$ cat src/rtl/contador_pkg.sv
//------------------------------------------------------------------------------
// contador_pkg
// Shared definitions for the contador_param per-channel transfer counter:
//   - rd_state_t   : read-port FSM encoding (RD_IDLE, RD_RESP)
//   - C_ESTADO_REPORT_DEF : default system-FSM encoding of the report state
//   - idx_width()  : width of a channel index, never less than 1 bit
// Revision: 1.0
//------------------------------------------------------------------------------
`default_nettype none

package contador_pkg;

  typedef enum logic [0:0] {
    RD_IDLE = 1'b0,
    RD_RESP = 1'b1
  } rd_state_t;

  localparam int C_ESTADO_REPORT_DEF = 4;

  // A single channel still needs a 1-bit index so the read port exists.
  function automatic int idx_width(input int n);
    if (n <= 1) return 1;
    return $clog2(n);
  endfunction

endpackage

`default_nettype wire

$ cat src/rtl/contador_param_if.sv
//------------------------------------------------------------------------------
// contador_param_if
// Indexed read port of contador_param.
//   req   : read request (master -> slave)
//   idx   : channel selected by req (master -> slave)
//   total : read data, valid while valid=1 (slave -> master)
//   valid : one-cycle response pulse (slave -> master)
// Revision: 1.0
//------------------------------------------------------------------------------
`default_nettype none

interface contador_param_if #(
  parameter int IDX_W = 2,
  parameter int CNT_W = 5
);

  logic             req;
  logic [IDX_W-1:0] idx;
  logic [CNT_W-1:0] total;
  logic             valid;

  modport master (output req, output idx, input total, input valid);
  modport slave  (input req, input idx, output total, output valid);

endinterface

`default_nettype wire

$ cat src/rtl/contador_canal.sv
//------------------------------------------------------------------------------
// contador_canal
// One live channel counter with its sticky overflow flag.
//   clk, rst : clock, synchronous active-high reset
//   i_clr    : synchronous clear of counter and overflow flag
//   i_push   : one word moved on this channel this cycle
//   o_cnt    : registered live count
//   o_ovf    : sticky overflow flag
// Build option: CONTADOR_SAT_EN defined -> counter saturates at all-ones;
//               undefined -> counter wraps modulo 2^CNT_W.
// Revision: 1.0
//------------------------------------------------------------------------------
`default_nettype none

module contador_canal #(
  parameter int CNT_W = 5
) (
  input  wire logic             clk,
  input  wire logic             rst,
  input  wire logic             i_clr,
  input  wire logic             i_push,
  output logic      [CNT_W-1:0] o_cnt,
  output logic                  o_ovf
);

  localparam logic [CNT_W-1:0] C_MAX = '1;

  logic [CNT_W-1:0] r_cnt;
  logic             r_ovf;
  logic             w_at_max;

  assign w_at_max = (r_cnt == C_MAX);

  // rst/clr win over a simultaneous push.
  always_ff @(posedge clk) begin
    if (rst || i_clr) begin
      r_cnt <= '0;
      r_ovf <= 1'b0;
    end else if (i_push) begin
      if (w_at_max) begin
        r_ovf <= 1'b1;
`ifdef CONTADOR_SAT_EN
        r_cnt <= C_MAX;
`else
        r_cnt <= '0;
`endif
      end else begin
        r_cnt <= r_cnt + 1'b1;
      end
    end
  end

  assign o_cnt = r_cnt;
  assign o_ovf = r_ovf;

endmodule

`default_nettype wire

$ cat src/rtl/contador_param.sv
//------------------------------------------------------------------------------
// contador_param
// Parametrised per-channel transfer counter. Counts push strobes per channel,
// freezes a snapshot on entry to the system report state and serves it on a
// flat bus and through an indexed request/valid read port.
//   clk, rst    : clock, synchronous active-high reset
//   Estado      : current system FSM state
//   push        : per-channel transfer strobes
//   clr         : synchronous clear of live counters and overflow flags
//   rd          : indexed read port (req/idx in, total/valid out)
//   totals_flat : snapshot bus, channel i at [i*CNT_W +: CNT_W], 0 outside report
//   ovf         : sticky per-channel overflow flags
// Build option: CONTADOR_SAT_EN selects saturating counters (default: wrap).
// Revision: 1.0
//------------------------------------------------------------------------------
`default_nettype none

module contador_param
  import contador_pkg::*;
#(
  parameter int N_CH          = 4,
  parameter int CNT_W         = 5,
  parameter int ESTADO_W      = 4,
  parameter int ESTADO_REPORT = C_ESTADO_REPORT_DEF
) (
  input  wire logic                  clk,
  input  wire logic                  rst,
  input  wire logic [ESTADO_W-1:0]   Estado,
  input  wire logic [N_CH-1:0]       push,
  input  wire logic                  clr,
  contador_param_if.slave            rd,
  output logic [N_CH*CNT_W-1:0]      totals_flat,
  output logic [N_CH-1:0]            ovf
);

  localparam int                  IDX_W    = idx_width(N_CH);
  localparam int                  N_SLOT   = 1 << IDX_W;
  localparam logic [ESTADO_W-1:0] C_REPORT = ESTADO_REPORT[ESTADO_W-1:0];

  // ---------------------------------------------------------------- counters
  logic [N_CH*CNT_W-1:0] w_cnt_flat;
  logic [N_CH-1:0]       w_ovf;

  generate
    for (genvar gi = 0; gi < N_CH; gi++) begin : g_canal
      contador_canal #(
        .CNT_W (CNT_W)
      ) u_canal (
        .clk    (clk),
        .rst    (rst),
        .i_clr  (clr),
        .i_push (push[gi]),
        .o_cnt  (w_cnt_flat[gi*CNT_W +: CNT_W]),
        .o_ovf  (w_ovf[gi])
      );
    end
  endgenerate

  assign ovf = w_ovf;

  // --------------------------------------------------- report entry/snapshot
  logic                  r_rep_q;
  logic [N_CH*CNT_W-1:0] r_snap;
  logic [N_CH*CNT_W-1:0] r_flat;
  logic                  w_is_report;
  logic                  w_entry;

  assign w_is_report = (Estado == C_REPORT);
  assign w_entry     = w_is_report && !r_rep_q;

  // The snapshot takes the counters' registered values, so a push landing on
  // the entry cycle goes into the live counter but not into this report.
  // The flat view follows r_rep_q one cycle late, so it is published one
  // edge after entry and drops one edge after rep_q falls. clr never touches
  // the snapshot.
  always_ff @(posedge clk) begin
    if (rst) begin
      r_rep_q <= 1'b0;
      r_snap  <= '0;
      r_flat  <= '0;
    end else begin
      r_rep_q <= w_is_report;
      if (w_entry) begin
        r_snap <= w_cnt_flat;
      end
      r_flat <= r_rep_q ? r_snap : '0;
    end
  end

  assign totals_flat = r_flat;

  // --------------------------------------------------------- indexed read port
  // Snapshot padded to a power-of-two table: indices at or beyond N_CH land
  // on zero slots, which gives total=0 for out-of-range requests.
  logic [CNT_W-1:0] w_slot [N_SLOT];

  generate
    for (genvar gs = 0; gs < N_SLOT; gs++) begin : g_slot
      if (gs < N_CH) begin : g_live
        assign w_slot[gs] = r_snap[gs*CNT_W +: CNT_W];
      end else begin : g_pad
        assign w_slot[gs] = '0;
      end
    end
  endgenerate

  rd_state_t        r_state;
  rd_state_t        w_state_nxt;
  logic [IDX_W-1:0] r_idx;
  logic             w_accept;
  logic             w_valid;
  logic [CNT_W-1:0] w_total;

  always_ff @(posedge clk) begin
    if (rst) begin
      r_state <= RD_IDLE;
      r_idx   <= '0;
    end else begin
      r_state <= w_state_nxt;
      if (w_accept) begin
        r_idx <= rd.idx;
      end
    end
  end

  // Requests are only seen in RD_IDLE, so a req during the response cycle is
  // dropped rather than queued.
  always_comb begin
    w_state_nxt = r_state;
    w_accept    = 1'b0;
    w_valid     = 1'b0;
    w_total     = '0;
    case (r_state)
      RD_IDLE: begin
        if (rd.req && r_rep_q) begin
          w_accept    = 1'b1;
          w_state_nxt = RD_RESP;
        end
      end
      RD_RESP: begin
        w_valid     = 1'b1;
        w_total     = w_slot[r_idx];
        w_state_nxt = RD_IDLE;
      end
      default: begin
        w_state_nxt = RD_IDLE;
      end
    endcase
  end

  assign rd.valid = w_valid;
  assign rd.total = w_total;

endmodule

`default_nettype wire

$ cat src/flat_wrapper.sv
// flat-port wrapper written by rule: the top's interface ports become plain ports
module contador_param_flat import contador_pkg::*;
#(
  parameter int N_CH          = 4,
  parameter int CNT_W         = 5,
  parameter int ESTADO_W      = 4,
  parameter int ESTADO_REPORT = C_ESTADO_REPORT_DEF
)
  (clk, rst, Estado, push, clr, totals_flat, ovf, rd_req, rd_idx, rd_total, rd_valid);
  contador_param_if #(.IDX_W(2), .CNT_W(CNT_W)) rd_i ();
  input  wire logic clk;
  input  wire logic rst;
  input  wire logic [ESTADO_W-1:0] Estado;
  input  wire logic [N_CH-1:0] push;
  input  wire logic clr;
  output logic [N_CH*CNT_W-1:0] totals_flat;
  output logic [N_CH-1:0] ovf;
  input wire logic [$bits(rd_i.req)-1:0] rd_req;
  input wire logic [$bits(rd_i.idx)-1:0] rd_idx;
  output wire logic [$bits(rd_i.total)-1:0] rd_total;
  output wire logic [$bits(rd_i.valid)-1:0] rd_valid;
  assign rd_i.req = rd_req;
  assign rd_i.idx = rd_idx;
  assign rd_total = rd_i.total;
  assign rd_valid = rd_i.valid;
  contador_param #(.N_CH(N_CH), .CNT_W(CNT_W), .ESTADO_W(ESTADO_W), .ESTADO_REPORT(ESTADO_REPORT)) u_core (.clk(clk), .rst(rst), .Estado(Estado), .push(push), .clr(clr), .rd(rd_i), .totals_flat(totals_flat), .ovf(ovf));
endmodule
$ cat config.mk
export PLATFORM = sky130hd
export DESIGN_NAME = contador_param_flat
export DESIGN_NICKNAME = d
export VERILOG_FILES = /design/src/rtl/contador_pkg.sv /design/src/rtl/contador_param_if.sv /design/src/rtl/contador_canal.sv /design/src/rtl/contador_param.sv /design/src/flat_wrapper.sv
export SDC_FILE = /design/constraint.sdc
export NUM_CORES = 1
export LEC_CHECK = 0
export BUFFER_PORTS_ARGS = -buffer_cell sky130_fd_sc_hd__buf_2
export CELL_PAD_IN_SITES_DETAIL_PLACEMENT = 1
export CELL_PAD_IN_SITES_GLOBAL_PLACEMENT = 2
export CORE_AREA = 2 2 123 65
export CTS_CLUSTER_SIZE = 25
export DETAILED_ROUTE_END_ITERATION = 7
export DIE_AREA = 0 0 125 67
export PLACE_DENSITY = 0.9
export SYNTH_ARGS = -nofsm -noshare
export SYNTH_HDL_FRONTEND = slang
export SYNTH_HIERARCHICAL = 1
export SYNTH_SLANG_ARGS = --single-unit
$ cat constraint.sdc
create_clock -name clk -period 2.2 [get_ports clk]
set_input_delay 0.44 -clock clk [delete_from_list [all_inputs] [get_ports clk]]
set_output_delay 0.44 -clock clk [all_outputs]
set_load 0.02 [all_outputs]
==> flow_summary_export.csv <==
group,metric,value,unit
cts,hold_buffers,0,
global_routing,grt_max_degree,60,
cts,clk_path_buf_depth,2,
synth,synthSimpleGateAreaFrac,23.1,%
power_and_ir_drop,power_frac_seq,47.3,%
timing,report.final.slew_viol_count,0,
floorplanning,dieArea,8380,µm²
cells_and_area,final_util,45.8,%
hold_path,hp-start,"rd_idx[0]",
synth,synth_seq_area_share,48.7,%
setup_path,arrival,1590,ps
setup_path,crit_chain,"mux4_2, and2_1, buf_2",
drt,firstDrtPassIters,4,
setup_path,end_kind,"output pin",
floorplanning,start_util,38.8,%
synth,syn-num-nets,276,
synth,muxShareOfSynthArea,14.8,%
timing,min_period,2030,ps
cts,clk_latency,330,ps
cells_and_area,layout_common_cells,"dfxtp_1 (67), buf_2 (43), nand2b_1 (40)",
timing,setup_viol,0,
synth,syn_avg_cell_area,11.0,µm²
cells_and_area,seq_area,1360,µm²
cells_and_area,final_common_cell,"dfxtp_1",
setup_path,reg2reg_slack,460,ps
drt,drt-wirelength-per-cell,15.4,µm
synth,synth_xor_area_share,3.76,%
setup_path,cp_max_fo,6,
floorplanning,die_y,67,µm
timing,worstMarginPinSlew,1120,ps
timing,worst_hold_slack,369,ps
setup_path,reg2reg_to,"u_core/r_state",
placed_design,dp_worst_setup_slack,356,ps
setup_path,r2r_start,"u_core/r_rep_q",
hold_path,hold_class,"input pin to flip-flop",
floorplanning,io_pins,44,
cells_and_area,drive_gt1_share,22.0,%
synth,synth_top_family_by_area,"simple AND/OR/NAND/NOR gates",
cells_and_area,multi_input_area,1320,µm²
cells_and_area,fin_nets,318,
cts,cts.sinks,68,
synth,synth.distinct_cells,24,
cts,post_cts_buffers,0,
power_and_ir_drop,power.density,799,nW/µm²
timing,hold_viol,0,
cells_and_area,fillers,819,
global_routing,antenna_found_initial,0,
drt,vias_per_cell,4.81,
synth,synthAdderAreaFrac,3.58,%
cells_and_area,syn_to_final_growth,18.1,%
placed_design,post-place-cells,381,
drt,num_vias,1904,
setup_path,start_kind,"flip-flop",
placed_design,gp_congestion,0.788,
hold_path,holdPathStages,3,
power_and_ir_drop,ir_worst_vdd,0.358,mV
cells_and_area,final_cells,396,
cts,root_buffer,"clkbuf_16",
drt,ant_nets,0,
timing,worst_slack,168,ps
power_and_ir_drop,p_leak,1.38,nW
synth,syn_area,2800,µm²
timing,rsz0062_at_grt,"no",
setup_path,critPathKind,"flip-flop to output pin",
synth,synth_compound_area_share,1.97,%
power_and_ir_drop,p_sw,0.543,mW
drt,route.detailed.drc,0,
cts,cts_made_buffers,9,
timing,finClkSkew,4.50,ps
cells_and_area,antennaDiodeCount,0,
global_routing,grt_pass1_vias,2035,
setup_path,cp.required,1760,ps
synth,synthCells,254,
global_routing,grt_pass1_wl,10100,µm
timing,slew_headroom,25.3,%
floorplanning,die_w,125,µm
power_and_ir_drop,internal-power,2.09,mW
floorplanning,fp-row-count,22,
flow_run,cap_violations,0,
drt,drt_iter0_drc,75,
floorplanning,core,7210,µm²
synth,yosysTopAreaCell,"dfxtp_1",
setup_path,crit_path_max_incr_delay,520,ps
setup_path,cp_slowest_cell,"mux4_2",
cts,htreeDepth,3,
placed_design,port_buffers,43,
timing,fmax,492,MHz
cts,cts_tree,"yes",
outcome,outcome,"completed",
synth,yosysWarnings,6,
hold_path,min_to,"u_core/r_idx[0]",
drt,routed_wl,6090,µm
synth,synth_top_area_share,48.7,%
global_routing,grt_usage,15.9,%
synth,yosys-top-cells-area,"dfxtp_1 (49%), mux2i_1 (11%), nand2b_1 (9.0%)",
cts,clk_pin_slew,50,ps
cts,cts_resized,0,
setup_path,reg2regPathDepth,2,
power_and_ir_drop,switching_share,20.6,%
synth,ys_ff_latch,68,
power_and_ir_drop,power.clock.fraction,49.3,%
placed_design,dp.final_hpwl,4300,µm
timing,setup_tns,0,ps
power_and_ir_drop,combinationalPowerShare,3.4,%
global_routing,gr-total-overflow,0,
timing,fin_crit_sh,92.4,%
[area by class of cell]
type | instances | share of cell area [%]
clock inverter | 2 | 0.303
tap | 96 | 3.64
timing repair buffer | 45 | 6.97
clock buffer | 13 | 7.88
sequential | 68 | 41.3
multi-input combinational | 172 | 39.9
[power by group through the flow]
| stage | Sequential, mW | Combinational [mW] | Clock (mW) |
|---|---|---|---|
| after CTS | 1.25 | 0.0899 | 1.33 |
| after global routing | 1.25 | 0.0988 | 1.40 |
| final | 1.25 | 0.0888 | 1.30 |
| after floorplan | 1.27 | 0.0689 | 0 |
| after global placement | 1.27 | 0.0862 | 0 |
| after detailed placement | 1.27 | 0.0895 | 0 |
[flip-flops by register name, summed over array words and instances, names as in the netlist]
signal / cells
u_core/r_snap: 20
u_core/totals_flat: 20
u_core/g_canal.u_canal/o_ovf: 4
u_core/g_canal.u_canal/o_cnt: 20
u_core/r_idx: 2
u_core/r_rep_q: 1
u_core/r_state: 1
[layer usage]
metal	global-route usage, %	wire (µm)	share of wire [%]	vias to the layer above
li1	-	-	-	941
met1	19.3	2930	48	933
met2	25.7	2890	47	24
met3	6.91	191	3.1	6
met4	5.00	84	1.4	0
met5	0	0	0	-
[critical path: cells and delay by family (launching register included)]
| family | cells | cell delay [ps] |
|---|---|---|
| buf+inv | 1 | 160 |
| flops | 1 | 420 |
| mux | 1 | 520 |
| simple gates | 1 | 170 |
[synthesized netlist by cell type]
master	count
nand4_1	4
xor2_1	8
nand3b_1	1
and2_1	25
and3_1	4
clkbuf_1	7
or4b_4	1
buf_12	2
nand2b_1	40
and3b_1	1
xnor2_1	4
nor3_1	12
buf_2	1
a21oi_1	4
nor2_8	1
a211o_1	4
mux4_2	5
nor2_1	15
dfxtp_1	68
ha_1	8
nand2_1	4
buf_6	4
nor2b_1	1
mux2i_1	30
[cells by family (layout without fill, tap and decap cells)]
family,count (synthesis),count (layout)
AND/OR/NAND/NOR,109,109
flip-flops,68,68
multiplexers,35,35
buffers and inverters,14,60
XOR/XNOR,12,12
adder cells (fa/ha/maj),8,8
AO/OA/AOI/OAI,8,8
[through the flow]
step / instance area [µm²] / total power, mW
6_report: 3300 / 2.64
5_1_grt: 3300 / 2.74
4_1_cts: 3300 / 2.67
3_5_place_dp: 3030 / 1.36
3_3_place_gp: 3030 / 1.36
2_1_floorplan: 2800 / 1.34
[worst max-delay path by stage]
stage                    startpoint  cells past startpoint  slack (ps)           endpoint
finish              u_core/r_idx[0]                      3         170        rd_total[0]
detailed placement        Estado[1]                      4         360  u_core/r_snap[15]
CTS                 u_core/r_idx[0]                      3          30        rd_total[0]
floorplan           u_core/r_idx[1]                      3         480        rd_total[3]
global placement          Estado[1]                      4         420  u_core/r_snap[18]
global route        u_core/r_idx[0]                      3          60        rd_total[0]
No activity file was read; power rests on OpenSTA's default activity.
